`src/rtl/picoblaze_led_pwm.sv`:
```
// picoblaze_led_pwm: kcpsm6 output-port peripheral with per-LED 8-bit duty registers,
// double-buffered (shadow/active) so duty changes apply only at PWM period boundaries.
module picoblaze_led_pwm #(
    parameter int unsigned NUM_LEDS  = 8,
    parameter logic [7:0]  BASE_PORT = 8'h00,
    parameter int unsigned PRESCALE  = 16
) (
    input  logic                iClk,
    input  logic                iResetN,
    input  logic [7:0]          iPortId,
    input  logic [7:0]          iOutPort,
    input  logic                iWriteStrobe,
    input  logic                iKWriteStrobe,
    output logic [7:0]          oInPort,
    output logic [NUM_LEDS-1:0] oLed
);

    localparam int unsigned PRE_W    = (PRESCALE > 1) ? $clog2(PRESCALE) : 1;
    localparam int unsigned CTRL_OFF = NUM_LEDS;
    localparam int unsigned STAT_OFF = NUM_LEDS + 1;

    logic [7:0]          duty_q [NUM_LEDS];
    logic [7:0]          duty_d [NUM_LEDS];
    logic [7:0]          act_q  [NUM_LEDS];
    logic [7:0]          act_d  [NUM_LEDS];
    logic [1:0]          ctrl_q, ctrl_d;
    logic [PRE_W-1:0]    pre_q, pre_d;
    logic [7:0]          phase_q, phase_d;
    logic [NUM_LEDS-1:0] led_q, led_d;
    logic [7:0]          in_port_q, in_port_d;

    logic                wr_en;
    logic [7:0]          wr_off;
    logic [7:0]          rd_off;
    logic                en;
    logic                tick;
    logic                wrap;

    assign en     = ctrl_q[0];
    assign tick   = en && (pre_q == PRE_W'(PRESCALE - 1));
    assign wrap   = tick && (phase_q == 8'hFF);
    assign rd_off = iPortId - BASE_PORT;

    // Write decode: OUTPUT uses the full port_id, OUTPUTK only the low nibble; OUTPUT wins.
    always_comb begin
        wr_en  = 1'b0;
        wr_off = 8'h00;
        if (iWriteStrobe) begin
            wr_en  = 1'b1;
            wr_off = iPortId - BASE_PORT;
        end else if (iKWriteStrobe) begin
            wr_en  = 1'b1;
            wr_off = {4'h0, 4'(iPortId[3:0] - BASE_PORT[3:0])};
        end
    end

    // Next-state for registers, prescaler, phase, active duties, LEDs and read data.
    always_comb begin
        duty_d    = duty_q;
        act_d     = act_q;
        ctrl_d    = ctrl_q;
        pre_d     = pre_q;
        phase_d   = phase_q;
        led_d     = '0;
        in_port_d = 8'h00;

        for (int i = 0; i < NUM_LEDS; i++) begin
            if (wr_en && (wr_off == 8'(i))) begin
                duty_d[i] = iOutPort;
            end
        end
        if (wr_en && (wr_off == 8'(CTRL_OFF))) begin
            ctrl_d = iOutPort[1:0];
        end

        if (!en) begin
            pre_d   = '0;
            phase_d = 8'h00;
        end else if (tick) begin
            pre_d   = '0;
            phase_d = phase_q + 8'd1;
        end else begin
            pre_d   = pre_q + PRE_W'(1);
        end

        // Shadows reach the active set only at a period wrap (or continuously while disabled);
        // a write in the wrap cycle is not yet visible in duty_q, so it waits a full period.
        if (!en || wrap) begin
            act_d = duty_q;
        end

        for (int i = 0; i < NUM_LEDS; i++) begin
            led_d[i] = (en && (phase_q < act_q[i])) ^ ctrl_q[1];
        end

        for (int i = 0; i < NUM_LEDS; i++) begin
            if (rd_off == 8'(i)) begin
                in_port_d = duty_q[i];
            end
        end
        if (rd_off == 8'(CTRL_OFF)) begin
            in_port_d = {6'b0, ctrl_q};
        end
        if (rd_off == 8'(STAT_OFF)) begin
            in_port_d = phase_q;
        end
    end

    // State registers, all cleared by async reset.
    always_ff @(posedge iClk or negedge iResetN) begin
        if (!iResetN) begin
            for (int i = 0; i < NUM_LEDS; i++) begin
                duty_q[i] <= 8'h00;
                act_q[i]  <= 8'h00;
            end
            ctrl_q    <= 2'b00;
            pre_q     <= '0;
            phase_q   <= 8'h00;
            led_q     <= '0;
            in_port_q <= 8'h00;
        end else begin
            duty_q    <= duty_d;
            act_q     <= act_d;
            ctrl_q    <= ctrl_d;
            pre_q     <= pre_d;
            phase_q   <= phase_d;
            led_q     <= led_d;
            in_port_q <= in_port_d;
        end
    end

    assign oInPort = in_port_q;
    assign oLed    = led_q;

endmodule

```
`config.mk`:
```
export PLATFORM = sky130hd
export DESIGN_NAME = picoblaze_led_pwm
export DESIGN_NICKNAME = d
export VERILOG_FILES = /design/src/rtl/picoblaze_led_pwm.sv
export SDC_FILE = /design/constraint.sdc
export NUM_CORES = 1
export LEC_CHECK = 0
export BUFFER_PORTS_ARGS = -buffer_cell sky130_fd_sc_hd__buf_4
export CAP_MARGIN = 5
export CORE_MARGIN = 5
export CORE_UTILIZATION = 62
export CTS_CLUSTER_DIAMETER = 80
export DETAILED_ROUTE_END_ITERATION = 16
export GPL_TIMING_DRIVEN = 0
export PLACE_DENSITY_LB_ADDON = 0.2
export SETUP_SLACK_MARGIN = 0.02
export SYNTH_ARGS = -nofsm -noshare
export SYNTH_HDL_FRONTEND = slang
export SYNTH_SLANG_ARGS = --single-unit
```
`constraint.sdc`:
```
create_clock -name iClk -period 2.4 [get_ports iClk]
set_input_delay 0.12 -clock iClk [delete_from_list [all_inputs] [get_ports iClk]]
set_output_delay 0.12 -clock iClk [all_outputs]
set_load 0.005 [all_outputs]
```
==> results of run 1 <==
state kept, by name, indices dropped and copies added, names as in the netlist:
| register | cells |
|---|---|
| oInPort | 8 |
| ctrl_q | 2 |
| oLed | 8 |
| duty_q | 64 |
| phase_q | 8 |
| act_q | 64 |
| pre_q | 4 |
layout make-up:
type | instances | area, µm²
fillers | 898 | 3460
clock buffers | 26 | 499
inverters | 68 | 255
repair buffers | 39 | 322
multi-input cells | 497 | 3670
well taps | 172 | 215
flip-flops and latches | 158 | 3960
clock inverters | 6 | 105
plain buffers | 29 | 134
worst max path at each step:
| stage | to | depth (start not counted) |
|---|---|---|
| floorplan | act_q[27] | 9 |
| global placement | act_q[26] | 7 |
| detailed placement | act_q[25] | 7 |
| CTS | act_q[25] | 9 |
| global route | act_q[17] | 8 |
| finish | act_q[25] | 6 |
power groups by stage:
stage          clock (µW)  combinational (µW)  sequential [µW]
2_1_floorplan           0                1290             3590
3_3_place_gp            0                1800             3700
3_5_place_dp            0                1910             3730
4_1_cts              2790                1950             3690
5_1_grt              2920                2240             3770
6_report             2780                1970             3710
cells by family (layout without fill, tap and decap cells):
logic type | after synthesis | count (layout)
mux | 86 | 86
flops | 158 | 158
simple gates | 165 | 165
xor+xnor | 14 | 14
compound gates | 174 | 174
fa+ha+maj | 58 | 58
buf+inv | 98 | 168
worst max-delay path, delay by kind of cell, from the launching register on:
kind,cells,cell delay [ns]
AOI/OAI and AO/OA,2,0.32
buffers and inverters,2,0.53
and+or+nand+nor,2,0.39
DFF,1,0.90
cell usage after synthesis (2+ instances only):
cell,instances,share of area [%]
clkbuf_1,21,0.99
a21boi_0,2,0.19
a21o_1,4,0.38
o31ai_1,2,0.19
and3_1,3,0.24
nor2_4,3,0.42
dfrtp_1,158,50
o21a_1,5,0.47
nor2_1,16,0.75
inv_1,66,3.1
nand3_1,4,0.25
nand2b_1,14,1.1
buf_2,4,0.25
nand4_1,3,0.24
a21oi_1,30,1.9
and2_1,12,0.94
o311ai_0,3,0.33
mux2_2,78,11
xor2_1,10,1.1
mux2i_1,5,0.63
a211oi_1,9,0.85
nor3_1,3,0.19
xnor2_1,4,0.44
ha_1,58,9.1
a2111oi_0,3,0.33
o22ai_1,13,1.0
nand3b_1,2,0.19
o21ai_0,87,5.5
nor2b_1,5,0.39
and4_1,2,0.22
o221ai_1,6,0.66
nand2_1,90,4.2
or3_1,3,0.24
clkinv_1,2,0.094
buf_1,5,0.24
a22oi_1,6,0.56
mux4_2,2,0.56
timing repair:
item	in CTS	in global routing
setup buffers	0	2
hold buffers	2	0
hold endpoints to repair	84	0
setup endpoints to repair	64	65
pin swaps	0	1
gates resized for setup	16	11
layer usage:
layer	wire, µm	vias to the layer above	global-route usage [%]	part of all wire, %
met3	1750	44	7.14	8.4
met2	9290	258	43.7	45
met1	9230	3091	42.6	44
li1	-	2735	-	-
met5	0	-	0	0
met4	568	0	11.2	2.7
metrics by stage:
step / total power, µW / worst slack [ns] / utilization (%) / TNS, ns
2_1_floorplan: 4880 / 0.362 / - / 0
3_3_place_gp: 5500 / -0.627 / 67.0 / -28.53
3_5_place_dp: 5630 / -0.719 / 67.2 / -32.97
4_1_cts: 8430 / 0.0230 / 72.4 / 0
5_1_grt: 8920 / 0.0190 / 72.6 / 0
6_report: 8460 / 0.183 / 72.6 / 0
==> reports/results.tsv, run 1 <==
stage	metric	value	unit
run_status	status	finished clean	
pwr	switching_share	30.0	%
finish	final_area	9160	µm²
clock_tree	cts_sinks	158	
logic_synthesis	synthMuxAreaShare	12.3	%
routing	detail_route.wl_per_cell	20.9	µm
clock_tree	clockBufferDepth	2	
sta	skew	0.00805	ns
die	dieArea	15200	µm²
logic_synthesis	ys_ff_latch	158	
logic_synthesis	netlist_area	7980	µm²
grt	grt_usage	29.6	%
placement	dp_hpwl	14.3	mm
logic_synthesis	syn_nets	831	
min_path	worstHoldEndpoint	ctrl_q[1]	
grt	grt_antenna_before_repair	0	
logic_synthesis	synth_compound_area_share	12.7	%
sta	finalHoldViolations	0	
worst_setup_path	r2r_start	phase_q[2]	
worst_setup_path	crit_path_frequent_cell	clkbuf_4	
sta	whs	0.0191	ns
worst_setup_path	cp-startpoint	phase_q[2]	
finish	final_cells	995	
die	start_util	63.3	%
routing	ant_nets	0	
pwr	p_int	5920	µW
placement	place_congestion	0.873	
worst_setup_path	critical_path_peak_fanout	14	
finish	syn2layout_area_growth	14.7	%
sta	fin_crit	2.22	ns
routing	wl	20.8	mm
grt	grt-ovfl-total	0	
logic_synthesis	synthDistinctLibCells	47	
pwr	combPwrFrac	23.3	%
logic_synthesis	synth_flop_cell	dfrtp_1	
pwr	seqPwrFrac	43.8	%
placement	place_inst	960	
clock_tree	path_clk_slew	0.06	ns
logic_synthesis	yosys.area_share.simple	10.1	%
routing	via_per_inst	6.16	
pwr	leakage	0.00432	µW
logic_synthesis	synth_top_family_by_area	compound AO/OA/AOI/OAI gates	
logic_synthesis	yosysWarnings	0	
clock_tree	insertion_delay	0.44	ns
clock_tree	root_buffer	clkbuf_16	
finish	num-nets-final	888	
clock_tree	cts_made_buffers	17	
finish	diodes	0	
die	num_io_pins	36	
routing	drt_drc_violations_left	0	
sta	tightestPinTransition	1.14	ns
finish	layout_commonest_cell	dfrtp_1	
sta	fin_crit_sh	92.4	%
clock_tree	h-tree-depth	4	
clock_tree	cts_tree	done	
logic_synthesis	syn_avg_cell_area	10.6	µm²
routing	drt_iter0_drc	706	
min_path	hp-start	iOutPort[1]	
sta	rsz0062_at_grt	false	
grt	grt_pass1_vias	6231	
worst_setup_path	criticalPathCategory	reg -> reg	
min_path	hold_depth	2	
logic_synthesis	synth-xor-area-share	1.54	%
worst_setup_path	cp_slowest_cell	dfrtp_1	
worst_setup_path	startpoint_type	flop	
placement	post_dp_cell_area	8490	µm²
logic_synthesis	synth-edff-count	0	
worst_setup_path	r2r-end	act_q[25]	
die	die_height	123	µm
pwr	p_per_area	923	nW/µm²
sta	slew_headroom	24.3	%
placement	io_buffers	34	
logic_synthesis	synth-seq-area-share	49.5	%
worst_setup_path	required	2.75	ns
min_path	hold_path_class	in -> reg	
pwr	power_frac_clock	32.8	%
grt	grt_max_degree	81	
finish	drive_gt1_share	20.8	%
worst_setup_path	path_cells	nand3_1 -> o21ai_4 -> clkbuf_4 -> clkbuf_4 -> nand2_1 -> o21ai_0	
logic_synthesis	postSynthCellCount	753	
logic_synthesis	async_flop_share	100	%
routing	num_vias	6128	
pwr	power.switching	2540	µW
sta	setup_viol	0	
pwr	peakVddDrop	0.596	mV
flow_run	maxCapViolCount	0	
worst_setup_path	r2r_cells	6	
worst_setup_path	cp-end-kind	flop	
die	coreArea	12600	µm²
sta	slew_violations	0	
die	row_count	41	
worst_setup_path	cp.arrival	2.57	ns
grt	grt_pass1_wl	33.4	mm
finish	mostFrequentLayoutCells	dfrtp_1, nand2_1, o21ai_0	
worst_setup_path	crit_path_max_incr_delay	0.90	ns
worst_setup_path	rrSetupSlack	0.18	ns
die	dieWidth	123	µm
routing	dr.pass1.iters	7	
logic_synthesis	synthAdderAreaFrac	9.09	%
sta	max_clock_freq	451	MHz
No activity file was read; power rests on OpenSTA's default activity.
==> run 2: changes to the inputs <==
--- a/config.mk
+++ b/config.mk
@@ -8,12 +8,14 @@
 export BUFFER_PORTS_ARGS = -buffer_cell sky130_fd_sc_hd__buf_4
 export CAP_MARGIN = 5
 export CORE_MARGIN = 5
-export CORE_UTILIZATION = 62
+export CORE_UTILIZATION = 64
+export CTS_BUF_LIST = sky130_fd_sc_hd__clkbuf_8
 export CTS_CLUSTER_DIAMETER = 80
 export DETAILED_ROUTE_END_ITERATION = 16
 export GPL_TIMING_DRIVEN = 0
 export PLACE_DENSITY_LB_ADDON = 0.2
 export SETUP_SLACK_MARGIN = 0.02
+export SKIP_LAST_GASP = 1
 export SYNTH_ARGS = -nofsm -noshare
 export SYNTH_HDL_FRONTEND = slang
 export SYNTH_SLANG_ARGS = --single-unit
==> reports/results.tsv, run 2 (synthesis results as in run 1) <==
stage	metric	value	unit	change
finish	layout_commonest_cell	dfrtp_1		
sta	fin_crit_sh	94.8	%	+2.5 points
finish	reg.largest.list	act_q: 64 flops, duty_q: 64 flops		
pwr	p_per_area	892	nW/µm²	-3.4%
routing	via_per_inst	6.13		-0.48%
die	dieWidth	122	µm	-1.4%
finish	diodes	0		unchanged
die	row_count	40		-2.4%
clock_tree	clockBufferDepth	2		unchanged
sta	setup_viol	0		unchanged
pwr	fin_total_pwr	8130	µW	-3.9%
worst_setup_path	cp-end-kind	flop		
finish	drive_gt1_share	20.6	%	-0.18 points
grt	grt_usage	30.0	%	+0.43 points
routing	detail_route.wl_per_cell	21.1	µm	+0.55%
clock_tree	insertion_delay	0.46	ns	+0.02 ns
run_status	status	finished clean		
die	start_util	65.9	%	+2.7 points
die	num_io_pins	36		unchanged
worst_setup_path	startpoint_type	flop		
sta	rsz0062_at_grt	false		
grt	grt_max_degree	85		+4.9%
placement	io_buffers	34		unchanged
placement	place_congestion	0.924		+5.9%
sta	finalHoldViolations	0		unchanged
sta	slew_violations	0		unchanged
finish	mostFrequentLayoutCells	dfrtp_1, nand2_1, o21ai_0		
clock_tree	cts_tree	done		
sta	max_clock_freq	439	MHz	-2.6%
die	die_height	122	µm	-1.4%
worst_setup_path	cp_slowest_cell	dfrtp_1		
pwr	peakVddDrop	0.726	mV	+22%
sta	skew	0.00971	ns	+0.00166 ns
grt	grt_pass1_vias	6180		-0.82%
clock_tree	cts_made_buffers	17		unchanged
worst_setup_path	path_cells	nand3_1 -> o21ai_4 -> buf_4 -> clkbuf_2 -> nand2_1 -> o21ai_0		
placement	place_inst	956		-0.42%
worst_setup_path	cp.arrival	2.64	ns	+0.07 ns
worst_setup_path	required	2.76	ns	about the same
worst_setup_path	criticalPathCategory	reg -> reg		
routing	ant_nets	0		unchanged
routing	drt_drc_violations_left	0		unchanged
routing	drt_iter0_drc	674		-4.5%
worst_setup_path	cp_top_family	flip-flops		
pwr	leakage	0.00430	µW	-0.49%
clock_tree	cts_sinks	158		unchanged
finish	num-nets-final	895		+0.79%
flow_run	maxCapViolCount	0		unchanged
finish	final_cells	998		+0.30%
grt	grt_antenna_before_repair	0		unchanged
worst_setup_path	critical_path_peak_fanout	14		unchanged
clock_tree	h-tree-depth	4		unchanged
sta	tightestPinTransition	1.20	ns	+0.0659 ns
clock_tree	root_buffer	clkbuf_8		
sta	slew_headroom	19.9	%	-4.4 points
routing	wl	21.0	mm	+0.85%
worst_setup_path	crit_path_max_incr_delay	0.91	ns	about the same
grt	grt-ovfl-total	0		unchanged
finish	syn2layout_area_growth	14.2	%	
routing	num_vias	6117		-0.18%
grt	grt_pass1_wl	33.4	mm	+0.12%
worst_setup_path	critPathBufInv	2		unchanged
clock_tree	path_clk_slew	0.08	ns	+0.02 ns
placement	dp_hpwl	14.2	mm	-0.63%
min_path	hold_path_class	in -> reg		
die	coreArea	12100	µm²	-4.0%
die	dieArea	14800	µm²	-2.9%
sta	fin_crit	2.28	ns	+0.0593 ns
routing	dr.pass1.iters	8		+1
==> run 2: changes by cell type in the layout (fill, tap and decap cells not counted), sizes merged <==
cell	change
clkbuf	-9
dlygate4sd3	+7
inv	+3
clkinvlp	+1
buf	+1
bufinv	+4
==> run 2: final timing paths <==
kind                             from   endpoint  slack (ns)  cells past startpoint
hold / removal             iPortId[3]  ctrl_q[1]        0.17                      4
setup reg to reg           phase_q[2]  act_q[50]        0.12                      6
hold reg to reg              pre_q[0]   pre_q[0]        0.50                      1
setup / recovery           phase_q[2]  act_q[50]        0.12                      6
min in group asynchronous     iResetN   pre_q[2]        0.29                      2
max in group asynchronous     iResetN  act_q[19]        1.26                      3
==> run 2: where the power goes <==
group	switching [µW]	total [µW]	internal, µW	leakage (µW)
logic	1140	2000	863	0.00202
clock network	972	2430	1460	0.000256
registers	374	3690	3320	0.00202
total	2490	8130	5640	0.00430
==> run 2: stage by stage <==
step / util [%] / hold slack (ns) / TNS, ns / cell area [µm²] / worst slack (ns)
finish: 75.2 / 0.170 / 0 / 9110 / 0.124
global route: 75.2 / 0.165 / 0 / 9110 / 0.0221
CTS: 75.0 / 0.00332 / 0 / 9080 / 0.0389
detailed placement: 70.0 / 0.224 / -32.10 / 8480 / -0.693
global placement: 69.8 / 0.436 / -30.70 / 8450 / -0.670
floorplan: - / -0.176 / 0 / 7980 / 0.362
==> run 2: cell type report <==
class                   count  area [µm²]
fillers                   855        3000
inverters                  68         255
well taps                 168         210
clock buffers              18         248
repair buffers             45         384
plain buffers              30         133
multi-input cells         497        3680
clock inverters            14         248
flip-flops and latches    158        3960
==> run 2: tightest hold or removal path, delay by kind of cell <==
| kind | cells | cell delay [ns] |
|---|---|---|
| buffers and inverters | 1 | 0.12 |
| muxes | 1 | 0.22 |
| and+or+nand+nor | 2 | 0.14 |
==> run 2: metal layers <==
layer	vias to the layer above	global-route usage (%)	wire (µm)
met5	-	0	0
met4	0	9.52	387
met3	34	6.96	1930
met2	282	46.8	9670
met1	3056	42.1	9030
li1	2745	-	-
==> run 2: repair_timing <==
| item | 4_1_cts | 5_1_grt |
|---|---|---|
| endpoints found under the setup margin | 65 | 61 |
| hold endpoints to repair | 130 | 1 |
| gates resized for setup | 15 | 10 |
| pin swaps | 0 | 1 |
| hold buffers | 8 | 1 |
| setup buffers | 0 | 1 |
==> run 3: changes to the inputs <==
--- a/config.mk
+++ b/config.mk
@@ -8,12 +8,11 @@
 export BUFFER_PORTS_ARGS = -buffer_cell sky130_fd_sc_hd__buf_4
 export CAP_MARGIN = 5
 export CORE_MARGIN = 5
-export CORE_UTILIZATION = 64
-export CTS_BUF_LIST = sky130_fd_sc_hd__clkbuf_8
+export CORE_UTILIZATION = 35
 export CTS_CLUSTER_DIAMETER = 80
 export DETAILED_ROUTE_END_ITERATION = 16
 export GPL_TIMING_DRIVEN = 0
-export PLACE_DENSITY_LB_ADDON = 0.2
+export PLACE_DENSITY_LB_ADDON = 0.15
 export SETUP_SLACK_MARGIN = 0.02
 export SKIP_LAST_GASP = 1
 export SYNTH_ARGS = -nofsm -noshare
==> reports/results.tsv, run 3 (synthesis results as in run 1) <==
stage	metric	value	unit	change
routing	drt_iter0_drc	318		-53%
worst_setup_path	rrSetupSlack	0.14	ns	+0.02 ns
routing	dr.pass1.iters	5		-3
finish	num-nets-final	886		-1.0%
worst_setup_path	critical_path_peak_fanout	10		-4
sta	rsz0062_at_grt	true		
sta	tightestPinTransition	1.14	ns	-0.0619 ns
pwr	seqPwrFrac	44.3	%	-1.1 points
sta	slew_violations	0		unchanged
routing	drt_drc_violations_left	0		unchanged
worst_setup_path	r2r_cells	9		+3
sta	fin_crit	2.26	ns	-0.0186 ns
clock_tree	path_clk_slew	0.06	ns	-0.02 ns
die	num_io_pins	36		unchanged
pwr	power.switching	2570	µW	+3.5%
pwr	switching_share	30.8	%	+0.26 points
die	dieArea	25900	µm²	+75%
pwr	peakVddDrop	0.547	mV	-25%
pwr	leakage	0.00428	µW	-0.35%
sta	setup_ws	0.142	ns	+0.0186 ns
worst_setup_path	startpoint_type	flop		
die	row_count	55		+38%
routing	wl	22.3	mm	+6.0%
finish	drive_gt1_share	21.0	%	+0.35 points
finish	multi_input_area	3670	µm²	-0.14%
grt	grt_pass1_vias	6020		-2.6%
worst_setup_path	criticalPathCategory	reg -> reg		
routing	ant_nets	0		unchanged
placement	place_ws	-0.760	ns	-0.0667 ns
finish	layout_commonest_cell	dfrtp_1		
sta	max_clock_freq	443	MHz	+0.83%
clock_tree	h-tree-depth	4		unchanged
sta	slew_headroom	24.1	%	+4.1 points
clock_tree	clockBufferDepth	2		unchanged
grt	grt_pass1_wl	35.1	mm	+5.2%
grt	grt_max_degree	99		+16%
run_status	status	finished clean		
grt	grt_antenna_before_repair	0		unchanged
min_path	hold_path_class	in -> reg		
min_path	hold_depth	2		-2
pwr	power_frac_clock	32.5	%	+2.6 points
pwr	combPwrFrac	23.3	%	-1.3 points
grt	grt-ovfl-total	0		unchanged
placement	place_congestion	0.848		-8.2%
die	die_height	161	µm	+32%
routing	num_vias	5827		-4.7%
finish	mostFrequentLayoutCells	dfrtp_1, nand2_1, o21ai_0		
finish	diodes	0		unchanged
die	dieWidth	161	µm	+32%
pwr	p_per_area	900	nW/µm²	+0.94%
worst_setup_path	cp.arrival	2.60	ns	-0.04 ns
routing	detail_route.wl_per_cell	20.1	µm	-4.3%
flow_run	maxCapViolCount	0		unchanged
clock_tree	cts_made_buffers	17		unchanged
clock_tree	root_buffer	clkbuf_16		
worst_setup_path	cp-end-kind	flop		
sta	finalSetupTns	0	ns	unchanged
placement	io_buffers	34		unchanged
worst_setup_path	r2r-end	act_q[26]		
grt	grt_usage	17.8	%	-12 points
finish	fill_cells	2230		+160%
placement	dp_hpwl	15.5	mm	+9.0%
worst_setup_path	r2r_start	pre_q[0]		
finish	reg.largest.list	act_q: 64 flops, duty_q: 64 flops		
sta	finalHoldViolations	0		unchanged
routing	via_per_inst	5.27		-14%
worst_setup_path	required	2.74	ns	-0.02 ns
sta	skew	0.00940	ns	-0.000310 ns
pwr	p_int	5760	µW	+2.2%
sta	fin_crit_sh	94.1	%	-0.78 points
finish	final-seq-area	3960	µm²	about the same
clock_tree	cts_sinks	158		unchanged
die	start_util	35.4	%	-31 points
min_path	hp-start	iOutPort[0]		
finish	syn2layout_area_growth	16.0	%	
min_path	worstHoldEndpoint	duty_q[32]		
clock_tree	cts_tree	done		
die	coreArea	22600	µm²	+86%
sta	setup_viol	0		unchanged
clock_tree	insertion_delay	0.43	ns	-0.03 ns
[run 3: cell count changes in the layout (fill, tap and decap cells not counted), sizes merged]
cell,before,now
buf,47,46
inv,69,66
bufinv,7,2
dlygate4sd3,9,1
clkbuf,37,40
clkinvlp,1,4
clkinv,5,7
[run 3: layout make-up]
class                           instances  share of cell area (%)
Sequential cell                       158                    42.8
Multi-Input combinational cell        497                    39.6
Clock buffer                           21                    5.08
Tap cell                              285                    3.85
Timing Repair Buffer                   36                    3.24
Inverter                               68                    2.76
Buffer                                 30                    1.43
Clock inverter                         11                    1.24
[run 3: timing repair]
action,in CTS,in global routing
hold buffers,1,0
cloned,0,0
endpoints found under the setup margin,64,62
setup buffers,0,0
hold endpoints to repair,60,0
gates resized for setup,14,12
[run 3: how the worst max path moves through the flow]
stage,start,to,slack [ns],cells past startpoint
floorplan,pre_q[0],act_q[27],0.36,9
global placement,phase_q[3],act_q[25],-0.67,7
detailed placement,phase_q[1],act_q[26],-0.76,7
CTS,pre_q[0],act_q[54],-0.01,8
global route,pre_q[0],act_q[25],-0.04,9
finish,pre_q[0],act_q[26],0.14,9
[run 3: critical path, cell delays in order (launching register included)]
cell	delay [ns]
dfrtp_1	0.39
ha_1	0.21
and3_1	0.16
buf_2	0.20
nand3_1	0.16
o21ai_4	0.28
buf_4	0.26
clkbuf_2	0.25
nand2_1	0.14
o21ai_0	0.11
[run 3: routing by layer]
metal / GRT usage (%) / up-vias / wire [µm]
li1: - / 2728 / -
met1: 26.0 / 2937 / 11000
met2: 27.4 / 138 / 10200
met3: 2.86 / 24 / 805
met4: 5.08 / 0 / 336
met5: 0 / - / 0
[run 3: through the flow]
step | total power, µW | utilization, % | cell area (µm²) | hold slack [ns] | instances
final | 8340 | 41.0 | 9260 | 0.0116 | 1106
after detailed placement | 5680 | 38.2 | 8630 | 0.101 | 1073
after floorplan | 4880 | - | 7980 | -0.176 | 753
after global placement | 5610 | 38.1 | 8600 | 0.443 | 1072
after global routing | 8860 | 41.0 | 9260 | 0.0103 | 1106
after CTS | 8420 | 41.0 | 9250 | 0.000206 | 1106
[run 3: power by group through the flow]
stage / registers [µW] / logic, µW / clock network, µW
detailed placement: 3740 / 1940 / 0
finish: 3690 / 1940 / 2710
global route: 3760 / 2240 / 2860
floorplan: 3590 / 1290 / 0
CTS: 3690 / 1970 / 2760
global placement: 3720 / 1890 / 0
